$ cat src/rtl/mips_muldiv_unit_if.sv
// Multiply/divide issue and result bundle between the X stage and the muldiv unit.
// Latency: none (wires only); timing is owned by mips_muldiv_unit.
// Backpressure: busy from the unit stalls the CPU; start is ignored while busy.
// Ports: en/start/op/op_a/op_b/abort driven by the CPU (master);
//        busy/done/hi/lo/div0 driven by the unit (slave).
interface mips_muldiv_unit_if #(
  parameter int WIDTH = 32
);
  logic             en;
  logic             start;
  logic [2:0]       op;
  logic [WIDTH-1:0] op_a;
  logic [WIDTH-1:0] op_b;
  logic             abort;
  logic             busy;
  logic             done;
  logic [WIDTH-1:0] hi;
  logic [WIDTH-1:0] lo;
  logic             div0;

  modport master (
    output en, start, op, op_a, op_b, abort,
    input  busy, done, hi, lo, div0
  );

  modport slave (
    input  en, start, op, op_a, op_b, abort,
    output busy, done, hi, lo, div0
  );
endinterface

$ cat src/rtl/mips_muldiv_unit.sv
// Iterative MIPS MULT/MULTU/DIV/DIVU unit with HI/LO registers and MTHI/MTLO writes.
// Latency: WIDTH+1 enabled cycles issue-to-commit; MTHI/MTLO visible one edge after issue.
// Backpressure: busy (RUN/FIX) stalls the CPU; start while busy is ignored, en=0 freezes all state.
// Ports: clk, rst (async active-high), bus (slave modport): en, start, op, op_a, op_b, abort
//        in; busy, done, hi, lo, div0 out.
module mips_muldiv_unit #(
  parameter int WIDTH = 32,
  parameter int CNT_W = $clog2(WIDTH) + 1
) (
  input  logic             clk,
  input  logic             rst,
  mips_muldiv_unit_if.slave bus
);

  typedef enum logic [1:0] {
    S_IDLE = 2'd0,
    S_RUN  = 2'd1,
    S_FIX  = 2'd2
  } state_t;

  state_t state_q, state_d;

  // Operation context latched at issue
  logic             is_div_q;
  logic             is_sgn_q;
  logic             sign_a_q;
  logic             sign_b_q;
  logic             b_zero_q;
  logic [WIDTH-1:0] raw_a_q;   // op_a as issued, returned in HI on divide by zero
  logic [WIDTH-1:0] opnd_q;    // multiplicand (mul) or divisor magnitude (div)
  logic [WIDTH-1:0] acc_q;     // upper product half (mul) or remainder (div)
  logic [WIDTH-1:0] q_q;       // multiplier shifting out / dividend out, quotient in
  logic [CNT_W-1:0] cnt_q;

  logic             hi_q_en_dummy;
  logic [WIDTH-1:0] hi_q, lo_q;
  logic             done_q, div0_q;

  // Issue decode
  logic             issue;
  logic             op_arith;
  logic             op_sgn;
  logic             a_neg, b_neg;
  logic [WIDTH-1:0] mag_a, mag_b;

  assign issue    = bus.en && bus.start && !bus.abort && (state_q == S_IDLE);
  assign op_arith = ~bus.op[2];
  assign op_sgn   = ~bus.op[0];
  assign a_neg    = op_sgn & bus.op_a[WIDTH-1];
  assign b_neg    = op_sgn & bus.op_b[WIDTH-1];
  // Most-negative stays at 2^(WIDTH-1), which is its correct unsigned magnitude.
  assign mag_a    = a_neg ? (~bus.op_a + 1'b1) : bus.op_a;
  assign mag_b    = b_neg ? (~bus.op_b + 1'b1) : bus.op_b;

  // One shift-add multiply step: add multiplicand into the top half, shift the pair right.
  logic [WIDTH:0]   mul_sum;
  logic [WIDTH-1:0] mul_acc_n, mul_q_n;

  assign mul_sum   = {1'b0, acc_q} + (q_q[0] ? {1'b0, opnd_q} : {(WIDTH+1){1'b0}});
  assign mul_acc_n = mul_sum[WIDTH:1];
  assign mul_q_n   = {mul_sum[0], q_q[WIDTH-1:1]};

  // One restoring divide step on the (WIDTH+1)-bit shifted partial remainder.
  // When the trial subtract succeeds the result is below the divisor, so WIDTH bits suffice.
  logic [WIDTH:0]   div_shift;
  logic             div_ok;
  logic [WIDTH-1:0] div_sub, div_acc_n, div_q_n;

  assign div_shift = {acc_q, q_q[WIDTH-1]};
  assign div_ok    = (div_shift >= {1'b0, opnd_q});
  assign div_sub   = div_shift[WIDTH-1:0] - opnd_q;
  assign div_acc_n = div_ok ? div_sub : div_shift[WIDTH-1:0];
  assign div_q_n   = {q_q[WIDTH-2:0], div_ok};

  // State register
  always_ff @(posedge clk or posedge rst) begin
    if (rst) state_q <= S_IDLE;
    else     state_q <= state_d;
  end

  // Next-state logic; abort wins over everything when enabled
  always_comb begin
    state_d = state_q;
    if (bus.en) begin
      if (bus.abort) begin
        state_d = S_IDLE;
      end else begin
        unique case (state_q)
          S_IDLE:  if (bus.start && op_arith) state_d = S_RUN;
          S_RUN:   if (cnt_q == CNT_W'(1))   state_d = S_FIX;
          S_FIX:   state_d = S_IDLE;
          default: state_d = S_IDLE;
        endcase
      end
    end
  end

  // Output / commit-value logic
  logic [2*WIDTH-1:0] prod, prod_s;
  logic [WIDTH-1:0]   quo_s, rem_s;
  logic [WIDTH-1:0]   res_hi, res_lo;
  logic               res_div0;
  logic               busy_c;

  always_comb begin
    busy_c   = (state_q == S_RUN) || (state_q == S_FIX);
    prod     = {acc_q, q_q};
    prod_s   = (is_sgn_q && (sign_a_q ^ sign_b_q)) ? (~prod + 1'b1) : prod;
    quo_s    = (is_sgn_q && (sign_a_q ^ sign_b_q)) ? (~q_q + 1'b1) : q_q;
    rem_s    = (is_sgn_q && sign_a_q) ? (~acc_q + 1'b1) : acc_q;
    res_hi   = prod_s[2*WIDTH-1:WIDTH];
    res_lo   = prod_s[WIDTH-1:0];
    res_div0 = 1'b0;
    if (is_div_q) begin
      if (b_zero_q) begin
        res_hi   = raw_a_q;
        res_lo   = {WIDTH{1'b1}};
        res_div0 = 1'b1;
      end else begin
        res_hi = rem_s;
        res_lo = quo_s;
      end
    end
  end

  // Datapath and result registers
  always_ff @(posedge clk or posedge rst) begin
    if (rst) begin
      is_div_q <= 1'b0;
      is_sgn_q <= 1'b0;
      sign_a_q <= 1'b0;
      sign_b_q <= 1'b0;
      b_zero_q <= 1'b0;
      raw_a_q  <= '0;
      opnd_q   <= '0;
      acc_q    <= '0;
      q_q      <= '0;
      cnt_q    <= '0;
      hi_q     <= '0;
      lo_q     <= '0;
      done_q   <= 1'b0;
      div0_q   <= 1'b0;
    end else if (bus.en) begin
      done_q <= 1'b0;
      if (issue) begin
        if (op_arith) begin
          is_div_q <= bus.op[1];
          is_sgn_q <= op_sgn;
          sign_a_q <= a_neg;
          sign_b_q <= b_neg;
          b_zero_q <= (bus.op_b == '0);
          raw_a_q  <= bus.op_a;
          opnd_q   <= bus.op[1] ? mag_b : mag_a;
          q_q      <= bus.op[1] ? mag_a : mag_b;
          acc_q    <= '0;
          cnt_q    <= CNT_W'(WIDTH);
        end else if (bus.op == 3'b100) begin
          hi_q <= bus.op_a;
        end else if (bus.op == 3'b101) begin
          lo_q <= bus.op_a;
        end
      end else if (!bus.abort) begin
        if (state_q == S_RUN) begin
          acc_q <= is_div_q ? div_acc_n : mul_acc_n;
          q_q   <= is_div_q ? div_q_n   : mul_q_n;
          cnt_q <= cnt_q - 1'b1;
        end else if (state_q == S_FIX) begin
          hi_q   <= res_hi;
          lo_q   <= res_lo;
          div0_q <= res_div0;
          done_q <= 1'b1;
        end
      end
    end
  end

  assign bus.busy = busy_c;
  assign bus.done = done_q;
  assign bus.hi   = hi_q;
  assign bus.lo   = lo_q;
  assign bus.div0 = div0_q;

  assign hi_q_en_dummy = 1'b0;

endmodule

$ cat src/flat_wrapper.sv
// flat-port wrapper written by rule: the top's interface ports become plain ports
module mips_muldiv_unit_flat 
#(
  parameter int WIDTH = 32,
  parameter int CNT_W = $clog2(WIDTH) + 1
)
  (clk, rst, bus_en, bus_start, bus_op, bus_op_a, bus_op_b, bus_abort, bus_busy, bus_done, bus_hi, bus_lo, bus_div0);
  mips_muldiv_unit_if #(.WIDTH(WIDTH)) bus_i ();
  input  logic clk;
  input  logic rst;
  input wire logic [$bits(bus_i.en)-1:0] bus_en;
  input wire logic [$bits(bus_i.start)-1:0] bus_start;
  input wire logic [$bits(bus_i.op)-1:0] bus_op;
  input wire logic [$bits(bus_i.op_a)-1:0] bus_op_a;
  input wire logic [$bits(bus_i.op_b)-1:0] bus_op_b;
  input wire logic [$bits(bus_i.abort)-1:0] bus_abort;
  output wire logic [$bits(bus_i.busy)-1:0] bus_busy;
  output wire logic [$bits(bus_i.done)-1:0] bus_done;
  output wire logic [$bits(bus_i.hi)-1:0] bus_hi;
  output wire logic [$bits(bus_i.lo)-1:0] bus_lo;
  output wire logic [$bits(bus_i.div0)-1:0] bus_div0;
  assign bus_i.en = bus_en;
  assign bus_i.start = bus_start;
  assign bus_i.op = bus_op;
  assign bus_i.op_a = bus_op_a;
  assign bus_i.op_b = bus_op_b;
  assign bus_i.abort = bus_abort;
  assign bus_busy = bus_i.busy;
  assign bus_done = bus_i.done;
  assign bus_hi = bus_i.hi;
  assign bus_lo = bus_i.lo;
  assign bus_div0 = bus_i.div0;
  mips_muldiv_unit #(.WIDTH(WIDTH), .CNT_W(CNT_W)) u_core (.clk(clk), .rst(rst), .bus(bus_i));
endmodule
$ cat config.mk
export PLATFORM = sky130hd
export DESIGN_NAME = mips_muldiv_unit_flat
export DESIGN_NICKNAME = d
export VERILOG_FILES = /design/src/rtl/mips_muldiv_unit_if.sv /design/src/rtl/mips_muldiv_unit.sv /design/src/flat_wrapper.sv
export SDC_FILE = /design/constraint.sdc
export NUM_CORES = 1
export LEC_CHECK = 0
export ABC_CLOCK_PERIOD_IN_PS = 9400
export CAP_MARGIN = 0
export CORE_ASPECT_RATIO = 1.4
export CORE_UTILIZATION = 61
export CTS_BUF_LIST = sky130_fd_sc_hd__clkbuf_8
export CTS_CLUSTER_SIZE = 25
export DETAILED_ROUTE_END_ITERATION = 7
export HOLD_SLACK_MARGIN = 0.15
export MAX_ROUTING_LAYER = met4
export PLACE_DENSITY = 0.88
export SETUP_SLACK_MARGIN = 0.4
export SYNTH_ARGS = -nofsm -noshare
export SYNTH_HDL_FRONTEND = slang
export SYNTH_SLANG_ARGS = --single-unit
export TNS_END_PERCENT = 1
$ cat constraint.sdc
create_clock -name clk -period 9.4 [get_ports clk]
set_input_delay 1.88 -clock clk [delete_from_list [all_inputs] [get_ports clk]]
set_output_delay 1.88 -clock clk [all_outputs]
set_load 0.02 [all_outputs]
==> results of run 1 <==
## kinds of logic (layout without fill, tap and decap cells)
family,count (synthesis),in the layout,synth area share [%]
AND/OR/NAND/NOR,758,758,19.3
AO/OA/AOI/OAI,703,703,24.9
buffers and inverters,235,296,5.57
flip-flops,207,207,30.3
XOR/XNOR,204,204,10.5
adder cells (fa/ha/maj),77,77,5.73
multiplexers,64,64,3.79
## layer usage
layer  track usage, %  part of all wire (%)  wire length, um
met4             27.3                   7.0             4290
met3             8.75                    11             6430
met5                -                     0                0
met1             52.6                    37            22300
met2             69.2                    46            27900
## synthesized netlist by cell type (26+ instances only)
cell type	n	area (um^2)
dfrtp_1	207	5180
o31ai_1	30	225
o22ai_1	33	206
mux2i_1	59	591
ha_1	75	938
nand3_1	29	145
inv_1	73	274
a21o_1	29	218
xor2_1	86	753
nor3_1	27	135
clkbuf_1	126	473
xnor2_1	118	1030
nand2_1	356	1340
o21ai_0	241	1210
nor2_1	222	833
a21oi_1	196	981
o221ai_1	26	228
## area by class of cell
cell class,instances,area share [%]
tap,370,2.41
multi-input combinational,1806,57.3
inverter,73,1.47
sequential,207,27.0
clock buffer,43,3.09
clock inverter,19,0.600
timing repair buffer,161,8.09
## per-stage QoR
stage	hold WS [ns]	instances
after floorplan	0.437	2248
after global placement	0.455	2617
after detailed placement	0.455	2617
after CTS	0.471	2679
after global routing	0.488	2679
final	0.472	2679
## worst paths after layout
kind                                                     start                              to  slack (ns)  cells after the start
worst max-delay path                                 bus_abort     u_core.cnt_q[4]$_DFFE_PP0P_        4.12                     10
worst min-delay path            u_core.raw_a_q[14]$_DFFE_PP0P_  u_core.raw_a_q[14]$_DFFE_PP0P_        0.47                      2
min in group asynchronous                                  rst       u_core.q_q[7]$_DFFE_PP0P_        1.82                      2
max in group asynchronous                                  rst    u_core.opnd_q[3]$_DFFE_PP0P_        6.26                      3
worst min register to register  u_core.raw_a_q[14]$_DFFE_PP0P_  u_core.raw_a_q[14]$_DFFE_PP0P_        0.47                      2
worst max register to register       u_core.q_q[0]$_DFFE_PP0P_   u_core.bus.hi[30]$_DFFE_PP0P_        4.68                     12
## sequential cells by signal, indices dropped and copies added (netlist names), 2 cells and up
signal / flops
u_core.acc_q: 32
u_core.bus.hi: 32
u_core.bus.lo: 32
u_core.opnd_q: 32
u_core.q_q: 32
u_core.raw_a_q: 32
u_core.cnt_q: 6
u_core.state_q: 2
## critical path, delay by kind of cell
kind / cells / cell delay (ns)
AOI/OAI and AO/OA: 1 / 0.87
and+or+nand+nor: 6 / 1.66
xor gates and xnor gates: 1 / 0.16
buffers and inverters: 2 / 1.10
## report_power, final
group / leakage [nW] / total, mW / switching, mW / internal, mW
clock: 0.409 / 0.843 / 0.399 / 0.444
sequential: 2.68 / 1.77 / 0.514 / 1.26
combinational: 5.35 / 3.89 / 2.32 / 1.57
==> metrics.md, run 1 <==
| Metric | Value |
|---|---|
| Count of final max-slew check failures | `0` |
| I/O pin cnt | `139` |
| Final antenna-violating net count | `0` |
| Worst setup slack after layout | `4.12 ns` |
| Remaining Overflow, GRT | `0` |
| Proportion of layout cells with a drive suffix above 1 | `4.59%` |
| Final hold vios | `0` |
| Clock-pin slew of the registers on the worst-case setup and hold paths | `0.07 ns` |
| Total number of vias | `17,600` |
| CTS tree | `yes` |
| Synthesized area per cell | `between 7 and 8 um^2` |
| Setup repair after global routing missed its margin | `no` |
| CTS sink cnt | `207` |
| FF/Latch Area | `5180 um^2` |
| X dimension of the die | `143 um` |
| Worst-skew pair later-pin latency | `0.57 ns` |
| Weighted congestion reported at the end of routability-driven placement | `1.01` |
| Post-route clock skew | `0.0285 ns` |
| Required time of the worst setup path | `between 9 and 10 ns` |
| Commonest non-fill, non-tap cell in the layout | `nand2_1` |
| Post-route DRC | `0` |
| Multi-input gate area in the final layout | `11,000 um^2` |
| Async set or reset register ratio after synthesis | `100%` |
| Count of buffers inserted at the top-level ports | `138` |
| Max rail drop VDD | `a little over 0.4 mV` |
| Final wirelength | `60,900 um` |
| Hold buffer count at CTS | `0` |
| Area post-placement | `between 15,000 and 20,000 um^2` |
| Worst setup slack before clock tree synthesis | `between 3 and 4 ns` |
| Fillcell total | `2,321` |
| Final clock period utilization by the worst path | `56.1%` |
| Vias per std cell | `6.56` |
| Max frequency | `190 MHz` |
| Cell chain of the critical path | `clkdlybuf4s50_1 > nand2b_1 > nor2_4 > buf_4 > nand2_4 > a21oi_1 > nand2_1 > nor3_1 > xnor2_1 > nor2_1` |
| Area of the mapped netlist | `17,100 um^2` |
| Number of storage elements in the synthesis netlist | `207` |
| Power per cell area | `339 nW/um^2` |
| Primary flip-flop cell chosen by synthesis mapping | `dfrtp_1` |
| Share of the core filled with cells | `between 60 and 70%` |
| Vert. Die Dim | `~200 um` |
| Register area share after synthesis | `30.3%` |
| Setup Buffers After CTS | `0` |
| Slew at the pin closest to its max-slew limit | `1.12 ns` |
| CTS resizes | `0` |
| Type of element capturing the critical path | `flop` |
| Number of CTS-inserted buffers | `35` |
| Layout Nets | `between 2,000 and 2,500` |
| Number of synthesized flops with an enable pin | `0` |
| Leading cell types in the layout, fill and taps excluded | `nand2_1, o21ai_0, nor2_1` |
| Largest net degree at the start of global routing | `107` |
| Minimum period implied by the final worst setup slack | `5.28 ns` |
| Max-capacitance violation count | `0` |
| Synthesized instance count | `about 2,200` |
| Post-synth cell types | `77` |
| Number of H-tree levels | `2` |
| Number of global-route vias before repair | `16,700` |
| Antenna diode count | `0` |
| Root buffer selected by CTS | `clkbuf_8` |
| GRT Overall Usage | `44.3%` |
| Placement Rows | `72` |
| Routed length per instance | `~23 um` |
| HPWL after detailed placement | `44,600 um` |
| Startpoint type of the worst setup path | `input pin` |
| Antenna violations before repair | `0` |
| Layout overhead on the synthesized area | `12.3%` |
| Iteration-0 DRC Markers | `2,191` |
| Master of the slowest instance on the critical path | `a21oi_1` |
| Arrival time of data at the critical path endpoint | `5.68 ns` |
| Core ar. | `approximately 28,000 um^2` |
| Post-route standard cell area excluding fillers | `approximately 19,000 um^2` |
| Slew headroom | `25.4%` |
| Wire length of the first global-routing pass | `93,600 um` |
| Maximum fanout along the worst path | `106` |
| Clock buffer depth | `3` |
| Starting density of the core | `approximately 62%` |
| Synth Warn # | `0` |
| Class of the worst hold path | `flop to flop` |
| Crit-path max cell delay | `0.87 ns` |
| Endpoints failing setup | `0` |
| Setup_tns | `0 ns` |
| WS Path Type | `input pin to flop` |
| Post-Synthesis Net Count | `2,397` |
| Outcome | `completed` |
| Length of the first detailed-routing pass in iterations | `7` |
| Total die area | `28,700 um^2` |
| Sum of internal, switching and leakage power | `between 6 and 7 mW` |
| Leakage power summed over all cells | `8.44 nW` |
Note: power is estimated with default switching activity, not from simulation.
==> run 2: changes to the inputs <==
--- a/config.mk
+++ b/config.mk
@@ -5,16 +5,16 @@
 export SDC_FILE = /design/constraint.sdc
 export NUM_CORES = 1
 export LEC_CHECK = 0
-export ABC_CLOCK_PERIOD_IN_PS = 9400
+export ABC_CLOCK_PERIOD_IN_PS = 4500
 export CAP_MARGIN = 0
 export CORE_ASPECT_RATIO = 1.4
-export CORE_UTILIZATION = 61
+export CORE_UTILIZATION = 55
 export CTS_BUF_LIST = sky130_fd_sc_hd__clkbuf_8
 export CTS_CLUSTER_SIZE = 25
 export DETAILED_ROUTE_END_ITERATION = 7
 export HOLD_SLACK_MARGIN = 0.15
 export MAX_ROUTING_LAYER = met4
-export PLACE_DENSITY = 0.88
+export PLACE_DENSITY = 0.84
 export SETUP_SLACK_MARGIN = 0.4
 export SYNTH_ARGS = -nofsm -noshare
 export SYNTH_HDL_FRONTEND = slang
==> constraint.sdc (replaced) <==
create_clock -name clk -period 4.5 [get_ports clk]
set_input_delay 0.9 -clock clk [delete_from_list [all_inputs] [get_ports clk]]
set_output_delay 0.9 -clock clk [all_outputs]
set_load 0.02 [all_outputs]
==> metrics.md, run 2 (synthesis gave the netlist of run 1 again) <==
| Metric | Value |
|---|---|
| Outcome | `completed (unchanged)` |
| Crit-path max cell delay | `0.48 ns (was 0.87 ns)` |
| Max-capacitance violation count | `0 (unchanged)` |
| Final clock period utilization by the worst path | `between 80% and 90%` |
| Placement Rows | `76 (was 72)` |
| Most repeated library cell on the critical path | `o21ai_0` |
| Hold buffer count at CTS | `0 (unchanged)` |
| Routed length per instance | `22.6 um (was 22.7 um)` |
| Slew headroom | `26.3% (was 25.4%)` |
| WS Path Type | `flop to flop (was input pin to flop)` |
| Leading cell types in the layout, fill and taps excluded | `nand2_1, o21ai_0, nor2_1 (unchanged)` |
| X dimension of the die | `151 um (was 143 um)` |
| HPWL after detailed placement | `47,200 um (was 44,600 um)` |
| Antenna diode count | `0 (unchanged)` |
| Antenna violations before repair | `0 (unchanged)` |
| Wire length of the first global-routing pass | `94,700 um (was 93,600 um)` |
| Worst-skew pair later-pin latency | `0.58 ns (was 0.57 ns)` |
| Iteration-0 DRC Markers | `1,627 (was 2,191)` |
| Total die area | `31,800 um^2 (was 28,700 um^2)` |
| Final hold vios | `0 (unchanged)` |
| Cell chain of the critical path | `ha_1 > a211o_1 > a31o_2 > a211oi_1 > o21ai_0 > a21oi_1 > o31a_1 > o21a_2 > buf_4 > o21ai_0 > a221o_1 (was clkdlybuf4s50_1 > nand2b_1 > nor2_4 > buf_4 > nand2_4 > a21oi_1 > nand2_1 > nor3_1 > xnor2_1 > nor2_1)` |
| Global routing met1 resource utilization | `49.3% (was 52.6%)` |
| Minimum period implied by the final worst setup slack | `4.04 ns` |
| GRT Overall Usage | `40.5% (was 44.3%)` |
| Class of the worst hold path | `flop to flop (unchanged)` |
| Layout Nets | `2,494 (was 2,433)` |
| Final wirelength | `62,300 um (was 60,900 um)` |
| Vert. Die Dim | `211 um (was 200 um)` |
| Endpoints failing setup | `0 (unchanged)` |
| Post-route standard cell area excluding fillers | `19,700 um^2 (was 19,200 um^2)` |
| Setup_tns | `0 ns (unchanged)` |
| Max rail drop VDD | `0.355 mV (was 0.407 mV)` |
| Clock-pin slew of the registers on the worst-case setup and hold paths | `0.06 ns (was 0.07 ns)` |
| Number of global-route vias before repair | `16,600 (was 16,700)` |
| Count of buffers inserted at the top-level ports | `138 (unchanged)` |
| Layout overhead on the synthesized area | `15.3% (was 12.3%)` |
| Number of H-tree levels | `2 (unchanged)` |
| Required time of the worst setup path | `4.94 ns (was 9.80 ns)` |
| Leakage power summed over all cells | `8.75 nW (was 8.44 nW)` |
| I/O pin cnt | `139 (unchanged)` |
| Master of the slowest instance on the critical path | `dfrtp_1 (was a21oi_1)` |
| Max frequency | `247 MHz` |
| Maximum fanout along the worst path | `14 (was 106)` |
| Weighted congestion reported at the end of routability-driven placement | `1.01 (about the same)` |
| Fin Hold WS | `0.476 ns (was 0.472 ns)` |
| Met2 track demand over resource in global routing | `61.7% (was 69.2%)` |
| Post-route clock skew | `0.0386 ns (was 0.0285 ns)` |
| Post-route DRC | `0 (unchanged)` |
| Final antenna-violating net count | `0 (unchanged)` |
| Vias per std cell | `6.41 (was 6.56)` |
| Length of the first detailed-routing pass in iterations | `5 (was 7)` |
| Root buffer selected by CTS | `clkbuf_8 (unchanged)` |
| Number of CTS-inserted buffers | `34 (was 35)` |
| Clock buffer depth | `3 (unchanged)` |
| Setup repair after global routing missed its margin | `yes (was no)` |
| CTS tree | `yes (unchanged)` |
| Total number of vias | `17,700 (was 17,600)` |
| Remaining Overflow, GRT | `0 (unchanged)` |
| Layer with the highest usage | `met2 (unchanged)` |
| Area post-placement | `19,000 um^2 (was 18,500 um^2)` |
| Slew at the pin closest to its max-slew limit | `1.11 ns (was 1.12 ns)` |
| Starting density of the core | `55.8% (was 62.0%)` |
| Proportion of layout cells with a drive suffix above 1 | `7.00% (was 4.59%)` |
| Power per cell area | `697 nW/um^2 (was 339 nW/um^2)` |
| Type of element capturing the critical path | `flop (unchanged)` |
| CTS sink cnt | `207 (unchanged)` |
| Arrival time of data at the critical path endpoint | `4.48 ns (was 5.68 ns)` |
| Startpoint type of the worst setup path | `flop (was input pin)` |
| Count of final max-slew check failures | `0 (unchanged)` |
| Met3 usage in global routing | `6.06% (was 8.75%)` |
| Largest net degree at the start of global routing | `104 (was 107)` |
| Commonest non-fill, non-tap cell in the layout | `nand2_1 (unchanged)` |
| Core ar. | `30,600 um^2 (was 27,600 um^2)` |
| Setup Buffers After CTS | `0 (unchanged)` |
run 2: area by class of cell:
type	count	area, um^2
multi-input cells	1806	11000
inverters	73	278
well taps	390	488
repair buffers	223	2090
fillers	2671	10900
clock buffers	39	537
flip-flops and latches	207	5180
clock inverters	22	101
run 2: metrics by stage:
stage,std cells,worst slack (ns),util (%),power [mW]
after global placement,2699,0.304,62.2,11.7
after floorplan,2248,0.866,-,9.16
after detailed placement,2699,0.260,62.2,11.9
after global routing,2760,0.324,64.3,14.6
after CTS,2760,0.407,64.3,13.5
final,2760,0.457,64.3,13.7
run 2: layer usage:
layer  part of all wire (%)  vias to the layer above
met4                    7.6                        0
met2                     46                      932
met1                     38                     8404
met5                      0                        -
met3                    8.8                      254
li1                       -                     8109
run 2: timing repair:
action                                  CTS  global route
endpoints found under the setup margin    0            12
endpoints found under the hold margin     0             0
resized for setup                         0             4
run 2: worst max-delay path, delay by kind of cell (launching register included):
kind	cells	cell delay, ns
compound gates	9	2.75
fa+ha+maj	1	0.42
buf+inv	1	0.27
flops	1	0.48
run 2: power by group:
group          total, mW  internal, mW  switching [mW]
clock network       1.63         0.800           0.833
registers           3.67          2.63            1.04
logic               8.41          3.50            4.91
run 2: worst paths after layout:
kind	end	startpoint	depth (start not counted)	slack [ns]
max	u_core.acc_q[0]$_DFFE_PP0P_	u_core.acc_q[2]$_DFFE_PP0P_	11	0.46
min in group asynchronous	u_core.q_q[6]$_DFFE_PP0P_	rst	2	0.80
min reg2reg	u_core.bus.lo[22]$_DFFE_PP0P_	u_core.bus.lo[22]$_DFFE_PP0P_	2	0.48
max reg2reg	u_core.acc_q[0]$_DFFE_PP0P_	u_core.acc_q[2]$_DFFE_PP0P_	11	0.46
max in group asynchronous	u_core.bus.lo[25]$_DFFE_PP0P_	rst	3	2.80
min	u_core.bus.lo[22]$_DFFE_PP0P_	u_core.bus.lo[22]$_DFFE_PP0P_	2	0.48
